<file path="src/rtl/spi_defines.sv">
// Shared SPI constants and the transfer-controller state encoding.
// Imported by the SPI blocks that share character length and select width.
package spi_defines;

    localparam int SPI_CHAR_LEN_BITS = 7;
    localparam int SPI_SS_NB         = 8;
    localparam int SPI_DIVIDER_LEN   = 16;

    // One-hot state encoding; the bit indices are used for decoding.
    localparam int IDLE_B = 0;
    localparam int RUN_B  = 1;
    localparam int FIN_B  = 2;

    typedef enum logic [2:0] {
        ST_IDLE   = 3'b001,
        ST_RUN    = 3'b010,
        ST_FINISH = 3'b100
    } xfer_state_t;

endpackage

</file>
<file path="src/rtl/spi_xfer_ctrl.sv">
// SPI transfer controller: sequences one character through the clock
// generator, counts falling edges, and raises done/irq on completion.
//
// Ports:
//   clk_in, rst          system clock, async active-high reset
//   start, abort         request / terminate a transfer
//   char_len             bits per transfer (0 means 2^SPI_CHAR_LEN_BITS)
//   ss_sel, ass          slave mask, automatic(1)/manual(0) select
//   ie, irq_clr          interrupt enable / clear
//   cg_pos_edge/neg_edge edge pulses from the clock generator
//   cg_enable/go/last_clk controls to the clock generator
//   busy, done, irq      status
//   bit_cnt              bits remaining
//   ss_pad_o             active-low slave selects
module spi_xfer_ctrl
    import spi_defines::xfer_state_t,
           spi_defines::ST_IDLE,
           spi_defines::ST_RUN,
           spi_defines::ST_FINISH,
           spi_defines::IDLE_B,
           spi_defines::RUN_B,
           spi_defines::FIN_B;
#(
    parameter int SPI_CHAR_LEN_BITS = spi_defines::SPI_CHAR_LEN_BITS,
    parameter int SPI_SS_NB         = spi_defines::SPI_SS_NB
) (
    input  logic                       clk_in,
    input  logic                       rst,
    input  logic                       start,
    input  logic                       abort,
    input  logic [SPI_CHAR_LEN_BITS-1:0] char_len,
    input  logic [SPI_SS_NB-1:0]       ss_sel,
    input  logic                       ass,
    input  logic                       ie,
    input  logic                       irq_clr,
    input  logic                       cg_pos_edge,
    input  logic                       cg_neg_edge,
    output logic                       cg_enable,
    output logic                       cg_go,
    output logic                       cg_last_clk,
    output logic                       busy,
    output logic                       done,
    output logic                       irq,
    output logic [SPI_CHAR_LEN_BITS:0] bit_cnt,
    output logic [SPI_SS_NB-1:0]       ss_pad_o
);

    localparam int CW = SPI_CHAR_LEN_BITS;
    localparam logic [CW:0] FULL_CNT = {1'b1, {CW{1'b0}}};
    localparam logic [CW:0] ONE_CNT  = {{CW{1'b0}}, 1'b1};

    xfer_state_t          r_state;
    xfer_state_t          w_next_state;
    logic [CW:0]          r_bit_cnt;
    logic [SPI_SS_NB-1:0] r_ss;
    logic                 r_irq;
    logic                 w_accept;
    logic                 w_last;
    logic                 w_busy;
    logic                 w_unused_pos;

    // Rising edges never affect the count; kept only as a peer-interface port.
    assign w_unused_pos = cg_pos_edge;

    assign w_accept = r_state[IDLE_B] & start & ~abort;
    assign w_last   = r_state[RUN_B] & (r_bit_cnt == ONE_CNT);

    always_ff @(posedge clk_in or posedge rst) begin
        if (rst) r_state <= ST_IDLE;
        else     r_state <= w_next_state;
    end

    always_comb begin
        w_next_state = r_state;
        unique case (1'b1)
            r_state[IDLE_B]: begin
                if (w_accept) w_next_state = ST_RUN;
            end
            r_state[RUN_B]: begin
                if (abort)                    w_next_state = ST_IDLE;
                else if (cg_neg_edge && w_last) w_next_state = ST_FINISH;
            end
            r_state[FIN_B]: w_next_state = ST_IDLE;
            default:        w_next_state = ST_IDLE;
        endcase
    end

    always_comb begin
        w_busy      = r_state[RUN_B] | r_state[FIN_B];
        cg_enable   = r_state[RUN_B];
        cg_go       = r_state[RUN_B];
        cg_last_clk = w_last;
        busy        = w_busy;
        done        = r_state[FIN_B];
        if (ass) ss_pad_o = w_busy ? ~r_ss : '1;
        else     ss_pad_o = ~ss_sel;
    end

    always_ff @(posedge clk_in or posedge rst) begin
        if (rst) begin
            r_bit_cnt <= '0;
            r_ss      <= '0;
        end else if (w_accept) begin
            r_bit_cnt <= (char_len == '0) ? FULL_CNT : {1'b0, char_len};
            r_ss      <= ss_sel;
        end else if (r_state[RUN_B]) begin
            if (abort)
                r_bit_cnt <= '0;
            else if (cg_neg_edge && r_bit_cnt != '0)
                r_bit_cnt <= r_bit_cnt - ONE_CNT;
        end
    end

    // Set has priority over clear when both land in the same cycle.
    always_ff @(posedge clk_in or posedge rst) begin
        if (rst)                    r_irq <= 1'b0;
        else if (r_state[FIN_B] && ie) r_irq <= 1'b1;
        else if (irq_clr)           r_irq <= 1'b0;
    end

    assign irq     = r_irq;
    assign bit_cnt = r_bit_cnt;

endmodule
</file>
<file path="config.mk">
export PLATFORM = sky130hd
export DESIGN_NAME = spi_xfer_ctrl
export DESIGN_NICKNAME = d
export VERILOG_FILES = /design/src/rtl/spi_defines.sv /design/src/rtl/spi_xfer_ctrl.sv
export SDC_FILE = /design/constraint.sdc
export NUM_CORES = 1
export LEC_CHECK = 0
export CAP_MARGIN = 20
export CORE_MARGIN = 4
export CORE_UTILIZATION = 39
export CTS_BUF_LIST = sky130_fd_sc_hd__clkbuf_16
export DETAILED_ROUTE_END_ITERATION = 10
export PLACE_DENSITY = 0.76
export SYNTH_ARGS = -nofsm -noshare
export SYNTH_HDL_FRONTEND = slang
export SYNTH_SLANG_ARGS = --single-unit
</file>
<file path="constraint.sdc">
create_clock -name clk_in -period 1.9 [get_ports clk_in]
set_clock_uncertainty 0.2 [all_clocks]
set_input_delay 0.38 -clock clk_in [delete_from_list [all_inputs] [get_ports clk_in]]
set_output_delay 0.38 -clock clk_in [all_outputs]
set_load 0.01 [all_outputs]
</file>
Word level (Yosys, flattened, before mapping):

Index checks and enable logic that the tools add are counted.

* output and inout bits: 22
* memory bits (writable): 0
* bits in latches: 0
* ROM bits: 0
* memories kept: 0
* word-level logic and storage cells: 39
* flip-flop bits (word level): 20
* input port bits: 24

* shifts and indexed selects: 0
* divide/modulo/power cells: 0
* bitwise logic cells: 7
* multiplexer cells: 13
* reduce and logical (&&, ||, !) cells: 10
* multiply operators: 0
* add/sub/neg operators: 1
* magnitude comparators: 0
* equality and inequality tests: 3

Operators with widths (count)
* $mux 8: 7
* $not 8->8: 2
* $mux 3: 3
* $eq 8x1->1 const B: 1
* $reduce_bool 8->1: 1
* $sub 8x1->8 const B: 1
* $logic_not 7->1: 1
* $pmux 3 s2: 1
* $reduce_and 2->1: 2
* $reduce_bool 2->1: 2
* $and 1x1->1: 3
* $logic_and 1x1->1: 3
* $ne 3x2->1 const B: 1
* $reduce_bool 3->1: 1
* $mux 1: 2
* $ne 2x1->1 const B: 1
* $not 1->1: 1
* $or 1x1->1: 1

Logic depth before layout (Yosys ltp):

Gate-level depths: netlist of run 1.

* depth in word-level cells: 6
* gate-level depth with buffers: 6
* gate-level depth less buffers: 6

Worst setup path before layout of run 1:

OpenSTA, ideal clock, no wires.

* kind: reg2out
* from: register r_bit_cnt[5], in the netlist bit_cnt[5]
* to: output cg_last_clk
* path buffers: 0
* cell stages (with the launch flop): 4
* path slack: 0.017 ns
* arrival time: 1.303 ns
* required time: 1.320 ns
* cells stage by stage: dfrtp_1 or3_4 nor4_1 and3_1

* longest elaborated chain between the ends: 2

RTL lines
* start, declared: RTL line spi_xfer_ctrl.sv:54 `logic [CW:0] r_bit_cnt;`
* start signal, assigned: RTL line spi_xfer_ctrl.sv:104 `r_bit_cnt <= (char_len == '0) ? FULL_CNT : {1'b0, char_len};`
* start signal, assigned: RTL line spi_xfer_ctrl.sv:110 `r_bit_cnt <= r_bit_cnt - ONE_CNT;`
* $eq 8x1->1: RTL line spi_xfer_ctrl.sv:66 `assign w_last = r_state[RUN_B] & (r_bit_cnt == ONE_CNT);`
* $and 1x1->1: RTL line spi_xfer_ctrl.sv:66
* end, declared: RTL line spi_xfer_ctrl.sv:40 `output logic cg_last_clk,`

Every way passes these cells.

Worst setup path after layout of run 1:

* from: register r_bit_cnt[6], in the netlist bit_cnt[6]
* to: output cg_last_clk

Same word-level chain as after synthesis.

==> run_results.csv, run 1 <==
group,metric,value,unit
clock_tree,cts-root-buf,"clkbuf_16",
timing,post-route-min-period,2.09,ns
cells_and_area,n_antenna_cell,0,
route,wl,3540,um
synth,synth_nets,149,
floorplanning,core_area,2810,um2
critical_path,start_kind,"register",
job,drv_cap,0,
critical_path,crit_fanout,2,
placed_design,dp.cells,217,
cells_and_area,num-fill-cells,225,
timing,max_slew_margin,0.775,
synth,yosysSeqAreaShare,0.428,
floorplanning,die_height,62.8,um
synth,synth_seq_cells,20,
synth,netlist_instances,122,
cells_and_area,finalNetCount,223,
floorplanning,io_pins,46,
synth,ys_types,35,
placed_design,pre_cts_ws,-0.463,ns
timing,hold_viol,0,
route,vias,1273,
synth,syn_area,1170,um2
run_status,violations,"setup timing",
route,drtAntennaViolNets,0,
timing,post-route-period-util,1.10,
timing,drv_slew,0,
timing,rsz0062_at_grt,"true",
timing,worst_pin_slew,0.334,ns
clock_tree,cts_buffers,3,
grt,grt_overflow,0,
synth,synth_edf_count,0,
placed_design,portBuffers,44,
timing,setup_tns,-0.193,ns
timing,finalSetupViolCount,1,
cells_and_area,syn_to_final_growth,66.8,%
route,drc,0,
synth,synth_ff_type,"dfrtp_1",
min_path,hold_path_class,"primary input to asynchronous set/reset pin",
floorplanning,start_util,0.417,
placed_design,gp_congestion,0.867,
power_and_ir_drop,p_per_area,844,nW/um2
clock_tree,insertion_delay,0.25,ns
critical_path,crit_type,"register to primary output",
route,dr.pass1.iters,4,
timing,max_freq,478,MHz
grt,grt_usage,0.179,
clock_tree,cts_htree_levels,1,
run_status,status,"finished with violations",
grt,grt_pass1_vias,1292,
power_and_ir_drop,p_leak,0.937,nW
grt,grt_pass1_wl,5760,um
cells_and_area,final_cells,226,
synth,syn_area_per_cell,9.60,um2
critical_path,cp.arrival,1.51,ns
critical_path,critPathRequiredTime,1.32,ns
power_and_ir_drop,total_power,0.00165,W
route,drtIter0Drc,72,
timing,worst_slack,-0.193,ns
clock_tree,cts_tree,"built",
floorplanning,die_width,62.8,um
route,wl_per_cell,15.7,um
grt,antenna_found_initial,0,
power_and_ir_drop,ir_worst_vdd,0.475,mV
clock_tree,clk_pin_slew_worst_paths,0.05,ns
synth,postSynth.asyncResetShare,1.00,
critical_path,r2r-start,"bit_cnt[1]",
placed_design,hpwl,2620,um
clock_tree,numClockSinks,20,
synth,ys_warn_count,0,
cells_and_area,final_layout_size_suffix_gt1_frac,0.323,
clock_tree,clock_path_buffers,2,
critical_path,end_kind,"primary output",
floorplanning,std_cell_rows,19,
grt,grt_max_degree,21,
floorplanning,dieArea,3940,um2
route,drt-vias-per-instance,5.63,
critical_path,crit_start,"bit_cnt[6]",
==> where the power goes <==
group	leakage, nW	total [W]	internal [W]	switching (W)
registers	0.249	0.000544	0.000495	0.0000485
clock network	0.0385	0.000425	0.000280	0.000145
logic	0.649	0.000680	0.000377	0.000303
total	0.937	0.00165	0.00115	0.000496
==> metal layers <==
layer  up-vias  global-route usage  wire length (um)
li1        603                   -                 -
met4         0              0.0551                42
met3         6              0.0432               264
met2        56               0.329              1770
met5         -                   0                 0
met1       608               0.201              1470
==> synth_stat cells, types with 2 or more instances <==
cell type	number	area share
a21o_1	2	0.013
a31oi_1	8	0.043
buf_2	2	0.0085
clkbuf_1	2	0.0064
dfrtp_1	19	0.41
ha_1	3	0.032
inv_1	7	0.022
mux2_2	9	0.087
nand2_1	12	0.038
nand3_1	10	0.043
nand4_1	2	0.011
nor2b_1	8	0.043
nor3_1	4	0.017
nor4_1	3	0.016
o211ai_1	6	0.038
o21a_1	2	0.013
o21ai_0	4	0.017
o311ai_1	2	0.015
==> cells in the final DEF (no fill, tap or decap), types with 3 or more instances in the layout <==
cell type | Yosys | final
nor3_1 | 4 | 4
inv_1 | 7 | 5
mux2_2 | 9 | 9
o21ai_0 | 4 | 4
buf_6 | 0 | 4
buf_2 | 2 | 9
dfrtp_1 | 19 | 19
nor2b_1 | 8 | 8
o211ai_1 | 6 | 6
clkbuf_16 | 0 | 3
a31oi_1 | 8 | 8
dlygate4sd2_1 | 0 | 5
buf_4 | 1 | 26
nand3_1 | 10 | 10
clkdlybuf4s50_1 | 0 | 25
dlymetal6s2s_1 | 0 | 5
nand2_1 | 12 | 12
==> final timing paths <==
check                              end  slack [ns]  depth (start not counted)
min reg2reg                    r_ss[5]        0.31                          1
min                         r_state[1]        0.26                          3
min in group clk_in            r_ss[5]        0.31                          1
max reg2reg                 bit_cnt[6]        0.02                          6
max                        cg_last_clk       -0.19                          4
max in group asynchronous   r_state[0]        0.98                          3
==> flip-flops by register name, indices dropped and copies added (netlist names) <==
name / flops
bit_cnt: 8
r_state: 3
irq: 1
r_ss: 8
==> worst max-delay path, cell delays in order, from the launching register on <==
cell,delay [ns]
dfrtp_1,0.37
or3_4,0.41
nor4_4,0.17
and3_1,0.19
buf_2,0.13
==> logic make-up (layout without fill, tap and decap cells) <==
group           Yosys count  after routing  synth area share
compound gates           29             29             0.174
simple gates             49             49             0.235
mux                       9              9            0.0865
flops                    20             20             0.428
fa+ha+maj                 3              3            0.0321
buf+inv                  12             85            0.0438
==> repair_timing <==
action	CTS	global route
pin swaps	5	12
hold buffers	0	0
endpoints found under the setup margin	10	14
gates resized for setup	45	15
buffers inserted	0	5
==> area by class of cell <==
cell class	count	area [um2]	area share
Tap cell	31	38.8	0.0199
Sequential cell	20	502	0.257
Inverter	7	26.3	0.0135
Clock inverter	1	3.75	0.00192
Multi-Input combinational cell	90	666	0.341
Clock buffer	3	75.1	0.0384
Timing Repair Buffer	74	642	0.329
==> stage by stage <==
step	util	hold slack, ns	area [um2]
2_1_floorplan	-	0.143	1170
3_3_place_gp	0.646	0.289	1810
3_5_place_dp	0.646	0.299	1810
4_1_cts	0.664	0.266	1860
5_1_grt	0.696	0.305	1950
6_report	0.696	0.258	1950
Note: power is estimated with default switching activity, not from simulation.
==> run 2: changes to the inputs <==
- CORE_MARGIN: 4 -> unset
==> run 2 against run 1 <==
Highest routed layer unchanged. Sequential share of layout area down 0.16 points. Global-route usage increased by 3.2 points. Final area rose by 0.64%. Critical path type unchanged. The flow finishes with violations (DRC, setup timing). Wire length down 8.7%. Combinational power down 3.8%. Critical path depth did not move. Clock power increased by 33%.
==> run_results.csv, run 2 (synthesized netlist as in run 1, its figures left out) <==
group,metric,value,unit
run_status,status,"finished with violations",
run_status,violations,"DRC, setup timing",
floorplanning,dieArea,3230,um2
floorplanning,std_cell_rows,19,
floorplanning,io_pins,46,
clock_tree,clk_pin_slew_worst_paths,0.05,ns
critical_path,critPathMaxStageDelay,0.42,ns
critical_path,crit_start,"bit_cnt[4]",
clock_tree,cts-root-buf,"clkbuf_16",
critical_path,r2r-start,"bit_cnt[2]",
placed_design,portBuffers,44,
grt,grt_usage,0.211,
grt,grt_pass1_vias,1275,
critical_path,crit_fanout,2,
route,drtIter0Drc,30,
floorplanning,core_area,2810,um2
clock_tree,clock_path_buffers,2,
route,drc,10,
route,vias,1220,
critical_path,path_cells,"or3_4, nor4_4, and3_1, buf_2",
power_and_ir_drop,p_leak,0.947,nW
critical_path,crit_end,"cg_last_clk",
placed_design,hpwl,2410,um
floorplanning,start_util,0.417,
critical_path,rrSetupSlack,0.01,ns
route,dr.pass1.iters,7,
route,drt-vias-per-instance,5.47,
power_and_ir_drop,internal_power,0.00127,W
power_and_ir_drop,p_clk_frac,0.322,
grt,grt_pass1_wl,5420,um
critical_path,cp_slowest_cell,"or3_4",
cells_and_area,fin_util,0.701,
clock_tree,ctsHoldBuffers,0,
critical_path,r2r-end,"bit_cnt[5]",
route,wl_per_cell,14.5,um
cells_and_area,final_common_cell,"buf_4",
timing,rsz0062_at_grt,"true",
grt,grt_max_degree,21,
timing,worst_slack,-0.216,ns
critical_path,crit_type,"register to primary output",
timing,post-route-min-period,2.12,ns
timing,post-route-period-util,1.11,
power_and_ir_drop,pwr-share-comb,0.371,
floorplanning,die_height,56.8,um
timing,whs,0.273,ns
clock_tree,insertion_delay,0.25,ns
placed_design,gp_congestion,0.873,
power_and_ir_drop,ir_worst_vdd,0.429,mV
timing,max_slew_margin,0.803,
timing,max_freq,473,MHz
timing,hold_viol,0,
critical_path,critPathRequiredTime,1.32,ns
cells_and_area,n_antenna_cell,0,
critical_path,cp.arrival,1.54,ns
min_path,hold_path_class,"primary input to asynchronous set/reset pin",
cells_and_area,most-common-layout-cells,"buf_4 (25), clkdlybuf4s50_1 (24), dfrtp_1 (19), nand2_1 (11), nand3_1 (10)",
floorplanning,die_width,56.8,um
timing,finalSetupViolCount,1,
grt,grt_overflow,0,
critical_path,end_kind,"primary output",
power_and_ir_drop,p_sw,0.000492,W
route,drtAntennaViolNets,0,
power_and_ir_drop,seqPwrFrac,0.307,
job,drv_cap,0,
route,wl,3230,um
cells_and_area,syn_to_final_growth,67.8,%
cells_and_area,final_layout_size_suffix_gt1_frac,0.339,
clock_tree,numClockSinks,20,
clock_tree,cts_buffers,3,
timing,worst_pin_slew,0.294,ns
power_and_ir_drop,p_per_area,896,nW/um2
timing,drv_slew,0,
clock_tree,cts_htree_levels,1,
power_and_ir_drop,swShare,0.280,
grt,antenna_found_initial,0,
critical_path,start_kind,"register",
cells_and_area,finalNetCount,220,
clock_tree,cts_tree,"built",
critical_path,ff2ff_path_depth,5,
## run 2: critical path: cells and delay by family (launching register included)
kind	cells	cell delay, ns
buf+inv	1	0.12
flops	1	0.38
simple gates	3	0.79
## run 2: worst min-delay path by stage
stage                     slack [ns]          to  cells past startpoint     from
after floorplan                 0.14  bit_cnt[0]                      1      rst
after global placement          0.29     r_ss[5]                      1  r_ss[5]
after detailed placement        0.30     r_ss[2]                      1  r_ss[2]
after CTS                       0.28  bit_cnt[5]                      3      rst
after global routing            0.32  bit_cnt[6]                      3      rst
final                           0.27  bit_cnt[4]                      3      rst
## run 2: routing by layer
metal	vias up	global-route usage	wire, um
li1	590	-	-
met1	582	0.244	1330
met2	46	0.400	1680
met3	2	0.0346	209
met4	0	0.0523	10
met5	-	0	0
## run 2: final cells by class
type	instances	area (um2)
Fill cell	209	840
Multi-Input combinational cell	90	679
Timing Repair Buffer	71	614
Sequential cell	20	502
Clock buffer	3	75.1
Tap cell	31	38.8
Clock inverter	1	30.0
Inverter	7	26.3
## run 2: power by group through the flow
stage	clock network (W)	registers, W	logic (W)
5_1_grt	0.000593	0.000551	0.000703
6_report	0.000567	0.000540	0.000654
4_1_cts	0.000580	0.000537	0.000601
3_3_place_gp	0	0.000534	0.000589
3_5_place_dp	0	0.000539	0.000606
2_1_floorplan	0	0.000576	0.000245
## run 2: per-stage QoR
| step | area [um2] | cells | setup WS [ns] | setup TNS (ns) | total power (W) |
|---|---|---|---|---|---|
| global route | 1970 | 223 | -0.245 | -0.359 | 0.00185 |
| global placement | 1810 | 216 | -0.439 | -4.30 | 0.00112 |
| CTS | 1890 | 220 | -0.264 | -0.264 | 0.00172 |
| detailed placement | 1810 | 216 | -0.459 | -4.78 | 0.00114 |
| floorplan | 1170 | 122 | 0.0174 | 0 | 0.000821 |
| finish | 1970 | 223 | -0.216 | -0.216 | 0.00176 |
## run 2: timing repair
| item | 4_1_cts | 5_1_grt |
|---|---|---|
| gates resized for setup | 44 | 18 |
| pin swaps | 3 | 6 |
| hold endpoints to repair | 0 | 0 |
| buffers inserted | 0 | 3 |
| cloned | 0 | 0 |
| setup endpoints to repair | 10 | 14 |
